===== src/rtl/boot_mem_arbiter.sv =====
// boot_mem_arbiter: 2:1 imem/dmem arbiter onto one memory port, routing responses via an owner FIFO.
// Define BOOT_ARB_ROUND_ROBIN_EN for round-robin arbitration; otherwise m1 has fixed priority.
module boot_mem_arbiter #(
    parameter int ADDR_WIDTH      = 32,
    parameter int DATA_WIDTH      = 32,
    parameter int MAX_OUTSTANDING = 2
) (
    input  logic                    clk_i,
    input  logic                    rst_i,
    input  logic                    m0_req_i,
    output logic                    m0_gnt_o,
    input  logic [ADDR_WIDTH-1:0]   m0_addr_i,
    input  logic                    m0_we_i,
    input  logic [DATA_WIDTH/8-1:0] m0_be_i,
    input  logic [DATA_WIDTH-1:0]   m0_wdata_i,
    output logic                    m0_rvalid_o,
    output logic [DATA_WIDTH-1:0]   m0_rdata_o,
    input  logic                    m1_req_i,
    output logic                    m1_gnt_o,
    input  logic [ADDR_WIDTH-1:0]   m1_addr_i,
    input  logic                    m1_we_i,
    input  logic [DATA_WIDTH/8-1:0] m1_be_i,
    input  logic [DATA_WIDTH-1:0]   m1_wdata_i,
    output logic                    m1_rvalid_o,
    output logic [DATA_WIDTH-1:0]   m1_rdata_o,
    output logic                    s_req_o,
    output logic [ADDR_WIDTH-1:0]   s_addr_o,
    output logic                    s_we_o,
    output logic [DATA_WIDTH/8-1:0] s_be_o,
    output logic [DATA_WIDTH-1:0]   s_wdata_o,
    input  logic                    s_gnt_i,
    input  logic                    s_rvalid_i,
    input  logic [DATA_WIDTH-1:0]   s_rdata_i,
    output logic                    protocol_err_o
);
    localparam int CW = $clog2(MAX_OUTSTANDING + 1);
    localparam int PW = (MAX_OUTSTANDING > 1) ? $clog2(MAX_OUTSTANDING) : 1;

    logic [CW-1:0]              r_count;
    logic [PW-1:0]              r_wptr, r_rptr;
    logic [MAX_OUTSTANDING-1:0] r_fifo;
    logic                       r_lock, r_lock_id, r_last, r_err;
    logic                       w_pick, w_sel_id, w_sel_req, w_push, w_pop, w_head;

    function automatic logic [PW-1:0] ptr_inc(input logic [PW-1:0] p);
        return (p == PW'(MAX_OUTSTANDING - 1)) ? '0 : p + PW'(1);
    endfunction

`ifdef BOOT_ARB_ROUND_ROBIN_EN
    assign w_pick = ~r_last;
`else
    // last_q is tracked in both builds; it simply cannot change the fixed-priority pick
    assign w_pick = r_last | 1'b1;
`endif

    // A stalled request stays pinned to its owner so address/data hold until the grant
    assign w_sel_id  = r_lock ? r_lock_id : ((m0_req_i & m1_req_i) ? w_pick : m1_req_i);
    assign w_sel_req = w_sel_id ? m1_req_i : m0_req_i;
    assign s_req_o   = w_sel_req & (r_count < CW'(MAX_OUTSTANDING)) & ~rst_i;
    assign s_addr_o  = w_sel_req ? (w_sel_id ? m1_addr_i : m0_addr_i) : '0;
    assign s_we_o    = w_sel_req & (w_sel_id ? m1_we_i : m0_we_i);
    assign s_be_o    = w_sel_req ? (w_sel_id ? m1_be_i : m0_be_i) : '0;
    assign s_wdata_o = w_sel_req ? (w_sel_id ? m1_wdata_i : m0_wdata_i) : '0;

    assign w_push   = s_req_o & s_gnt_i;
    assign m0_gnt_o = w_push & ~w_sel_id;
    assign m1_gnt_o = w_push & w_sel_id;

    assign w_pop       = s_rvalid_i & (r_count != '0);
    assign w_head      = r_fifo[r_rptr];
    assign m0_rvalid_o = w_pop & ~w_head;
    assign m1_rvalid_o = w_pop & w_head;
    assign m0_rdata_o  = m0_rvalid_o ? s_rdata_i : '0;
    assign m1_rdata_o  = m1_rvalid_o ? s_rdata_i : '0;

    assign protocol_err_o = r_err;

    always_ff @(posedge clk_i or posedge rst_i) begin
        if (rst_i) begin
            r_count   <= '0;
            r_wptr    <= '0;
            r_rptr    <= '0;
            r_fifo    <= '0;
            r_lock    <= 1'b0;
            r_lock_id <= 1'b0;
            r_last    <= 1'b1;
            r_err     <= 1'b0;
        end else begin
            if (w_push) begin
                r_fifo[r_wptr] <= w_sel_id;
                r_wptr         <= ptr_inc(r_wptr);
                r_last         <= w_sel_id;
            end
            if (w_pop)
                r_rptr <= ptr_inc(r_rptr);
            r_count   <= r_count + CW'(w_push) - CW'(w_pop);
            r_lock    <= s_req_o & ~s_gnt_i;
            r_lock_id <= w_sel_id;
            r_err     <= s_rvalid_i & ~w_pop;
        end
    end
endmodule


===== config.mk =====
export PLATFORM = sky130hd
export DESIGN_NAME = boot_mem_arbiter
export DESIGN_NICKNAME = d
export VERILOG_FILES = /design/src/rtl/boot_mem_arbiter.sv
export SDC_FILE = /design/constraint.sdc
export NUM_CORES = 1
export LEC_CHECK = 0
export CAP_MARGIN = 20
export CELL_PAD_IN_SITES_DETAIL_PLACEMENT = 1
export CELL_PAD_IN_SITES_GLOBAL_PLACEMENT = 1
export CORE_ASPECT_RATIO = 2
export CORE_MARGIN = 5
export CORE_UTILIZATION = 11
export DETAILED_ROUTE_END_ITERATION = 12
export PLACE_DENSITY = 0.78
export SYNTH_ARGS = -nofsm -noshare
export SYNTH_HDL_FRONTEND = slang
export SYNTH_SLANG_ARGS = --single-unit

===== constraint.sdc =====
create_clock -name clk_i -period 2.3 [get_ports clk_i]
set_input_delay 0.69 -clock clk_i [delete_from_list [all_inputs] [get_ports clk_i]]
set_output_delay 0.69 -clock clk_i [all_outputs]
set_load 0.01 [all_outputs]

==> results.sh <==
export IMPL_fp_dieH_um=194
export IMPL_synth_common_cells="nand2_1, a21oi_1, and2_1"
export IMPL_synth_seq_cells=9
export IMPL_syn_area_per_cell_sq_um=5.47
export IMPL_crit_top_cell="buf_6"
export IMPL_fp_coreArea_sq_um=16700
export IMPL_worstPathCellList="buf_6, or3b_4, o21ai_4, buf_6, buf_12, buf_12, buf_6, a21oi_2, buf_2"
export IMPL_async_flop_share_pct=100
export IMPL_initial_core_util_pct=11.2
export IMPL_rsz0062_at_grt="yes"
export IMPL_synthesis_nets=518
export IMPL_dpl_hpwl_mm=11.4
export IMPL_ys_seq_area_share_pct=12.1
export IMPL_critPathBufInv=6
export IMPL_powerDensity_nw_per_um2=639
export IMPL_wl_per_cell_um=18.7
export IMPL_grt_pass1_wl_mm=23.7
export IMPL_busiest_layer="met2"
export IMPL_cts_root_buf="clkbuf_16"
export IMPL_synth_largest_area_cell="nand2_1"
export IMPL_ys_flop_type="dfrtp_1"
export IMPL_synth_distinct_cells=25
export IMPL_status="finished with violations"
export IMPL_period_needed_ps=2630
export IMPL_worstMarginPinSlew_ps=346
export IMPL_power_frac_seq_pct=6.8
export IMPL_gp_congestion=0.774
export IMPL_fin_util_pct=41.4
export IMPL_use_met3_pct=3.93
export IMPL_viasPerCell=4.25
export IMPL_cp_slowest_cell="or3b_4"
export IMPL_violations="negative setup slack"
export IMPL_critical_path_required_ps=1610
export IMPL_syn_to_final_growth_pct=272
export IMPL_wirelength_mm=17.7
export IMPL_antenna_found_initial=2
export IMPL_first_pass_iters=4
export IMPL_synth_top_area_share_pct=28.0
export IMPL_h_tree_depth=1
export IMPL_synth_most_common_cell="nand2_1"
export IMPL_max_stage_delay_ps=380
export IMPL_whs_ps=520
export IMPL_setup_violations=135
export IMPL_postLayoutSetupSlackWorst_ps=-333
export IMPL_leakagePower_nw=3.16
export IMPL_cts_made_buffers=3
export IMPL_synth_edf_count=0
export IMPL_combPwrFrac_pct=86.3
export IMPL_die_w_um=102
export IMPL_cts_tree="yes"
export IMPL_drtIter0Drc=42
export IMPL_ir_worst_vdd_v=0.000263
export IMPL_clkTransAtPathRegs_ps=40
export IMPL_drv_cap=0
export IMPL_grt_max_degree=28
export IMPL_placed_area_sq_um=5400
export IMPL_grt_met1_usage_pct=13.5
export IMPL_dr_total_vias=4008
export IMPL_grt_use_total_pct=15.5
export IMPL_stdcell_area_sq_um=6910
export IMPL_worstSetupEndpointType="output pin"
export IMPL_ys_warn_count=0
export IMPL_ff2ff_setup_slack_ps=110
export IMPL_io_pins=315
export IMPL_critPathTopFamily="buffers and inverters"
export IMPL_internal_power_mw=2.74
export IMPL_pwr_share_clk_pct=6.9
export IMPL_die_area_sq_um=19800
export IMPL_swShare_pct=38.0
export IMPL_grt_overflow_total=0
export IMPL_drive_gt1_share_pct=53.3
export IMPL_cts_sinks=9
export IMPL_finalNetCount=914
export IMPL_fmax_ghz=0.380
export IMPL_drc=0
export IMPL_fillers=1895
export IMPL_clk_latency_ps=230
export IMPL_syn_area_sq_um=1860
export IMPL_skew_ps=2.74
export IMPL_ys_top_cells_by_area="nand2_1, and2_1, a21oi_1, dfrtp_1, buf_4"
export IMPL_finalCritPeriodShare_pct=114
export IMPL_drtAntennaViolNets=0
export IMPL_cp_arrival_ps=1940
export IMPL_portBuffers=314
export IMPL_slew_headroom_pct=76.9
export IMPL_criticalPathCategory="in -> out"
export IMPL_num_rows=67
export IMPL_synthCells=340
export IMPL_grtUsageMet2_pct=31.5
export IMPL_p_sw_mw=1.68
export IMPL_cp_start_kind="input pin"
export IMPL_grt_pass1_vias=4278
export IMPL_min_path_type="reg -> reg"
export IMPL_finalHoldViolCount=0
export IMPL_slew_viol_final=0
export IMPL_fin_setup_tns_ps=-22710
export IMPL_worstPathMaxFanout=4
export IMPL_hold_buffers=0
export IMPL_clk_path_buf_depth=2
==> power groups by stage <==
stage	combinational (mW)	clock (mW)	sequential, mW
final	3.81	0.306	0.300
after global routing	4.05	0.324	0.310
after CTS	3.18	0.312	0.296
after detailed placement	2.53	0	0.281
after global placement	2.51	0	0.277
after floorplan	0.978	0	0.275
==> stage by stage <==
stage	power [mW]	cells	worst slack [ps]
2_1_floorplan	1.25	340	73.7
3_3_place_gp	2.78	855	-1110
3_5_place_dp	2.81	855	-1120
4_1_cts	3.79	928	-367
5_1_grt	4.68	942	-369
6_report	4.42	943	-333
==> path summary, 6_finish.rpt <==
kind                       startpoint        endpoint  cells past startpoint
setup / recovery             m0_req_i   s_wdata_o[26]                      9
hold / removal             r_count[0]  protocol_err_o                      1
setup reg to reg            r_lock_id      r_count[1]                     10
hold reg to reg            r_count[0]  protocol_err_o                      1
max in group asynchronous       rst_i          r_lock                      3
min in group asynchronous       rst_i      r_count[0]                      3
==> state kept, by name (all words and copies together), names as in the netlist <==
name,cells
r_rptr,1
r_count,2
r_wptr,1
r_fifo,2
r_lock_id,1
r_lock,1
protocol_err_o,1
==> cell type report <==
cell class | count | area, sq um | area share, %
antenna | 1 | 2.50 | 0.0362
timing repair buffer | 419 | 4320 | 62.6
inverter | 6 | 35.0 | 0.507
clock buffer | 4 | 78.8 | 1.14
sequential | 9 | 228 | 3.29
multi-input combinational | 297 | 1990 | 28.7
tap | 207 | 259 | 3.75
==> cell usage in the layout (no fill, tap or decap), types with 3 or more instances in the layout <==
| cell type | n |
|---|---|
| clkdlybuf4s50_1 | 171 |
| nand2_1 | 135 |
| buf_6 | 104 |
| buf_2 | 77 |
| a21oi_2 | 61 |
| and2_4 | 57 |
| buf_4 | 24 |
| buf_12 | 20 |
| buf_16 | 10 |
| buf_8 | 8 |
| and2_1 | 7 |
| dfrtp_1 | 7 |
| inv_1 | 4 |
| a21oi_1 | 4 |
| a21oi_4 | 4 |
| clkbuf_16 | 4 |
| xnor2_1 | 3 |
==> logic make-up after synthesis <==
family          after synthesis  share of synthesized area (%)
compound gates               78                           22.5
xor+xnor                      4                           1.88
fa+ha+maj                     2                           1.34
buf+inv                      34                           9.21
flops                         9                           12.1
mux                           1                          0.538
simple gates                212                           52.5
==> routing by layer <==
metal	share of wire [%]	routed length (um)
met1	30	5260
met2	57	10100
met5	0.040	7
met3	8.6	1510
met4	4.4	771
==> worst register-to-register path: stages (launching register included) <==
cell and delay (ps):
dfrtp_1 420, or3b_4 440, buf_4 150, buf_6 110, o2111ai_4 120, buf_6 160
ha_1 220, inv_1 60, ha_2 180, xnor2_2 120, xnor2_1 130
==> timing repair <==
item | CTS | global route
gates resized for setup | 722 | 152
buffers inserted | 54 | 24
cloned | 16 | 1
pin swaps | 11 | 51
setup endpoints to repair | 140 | 139
Power figures use the tool's default switching activity.
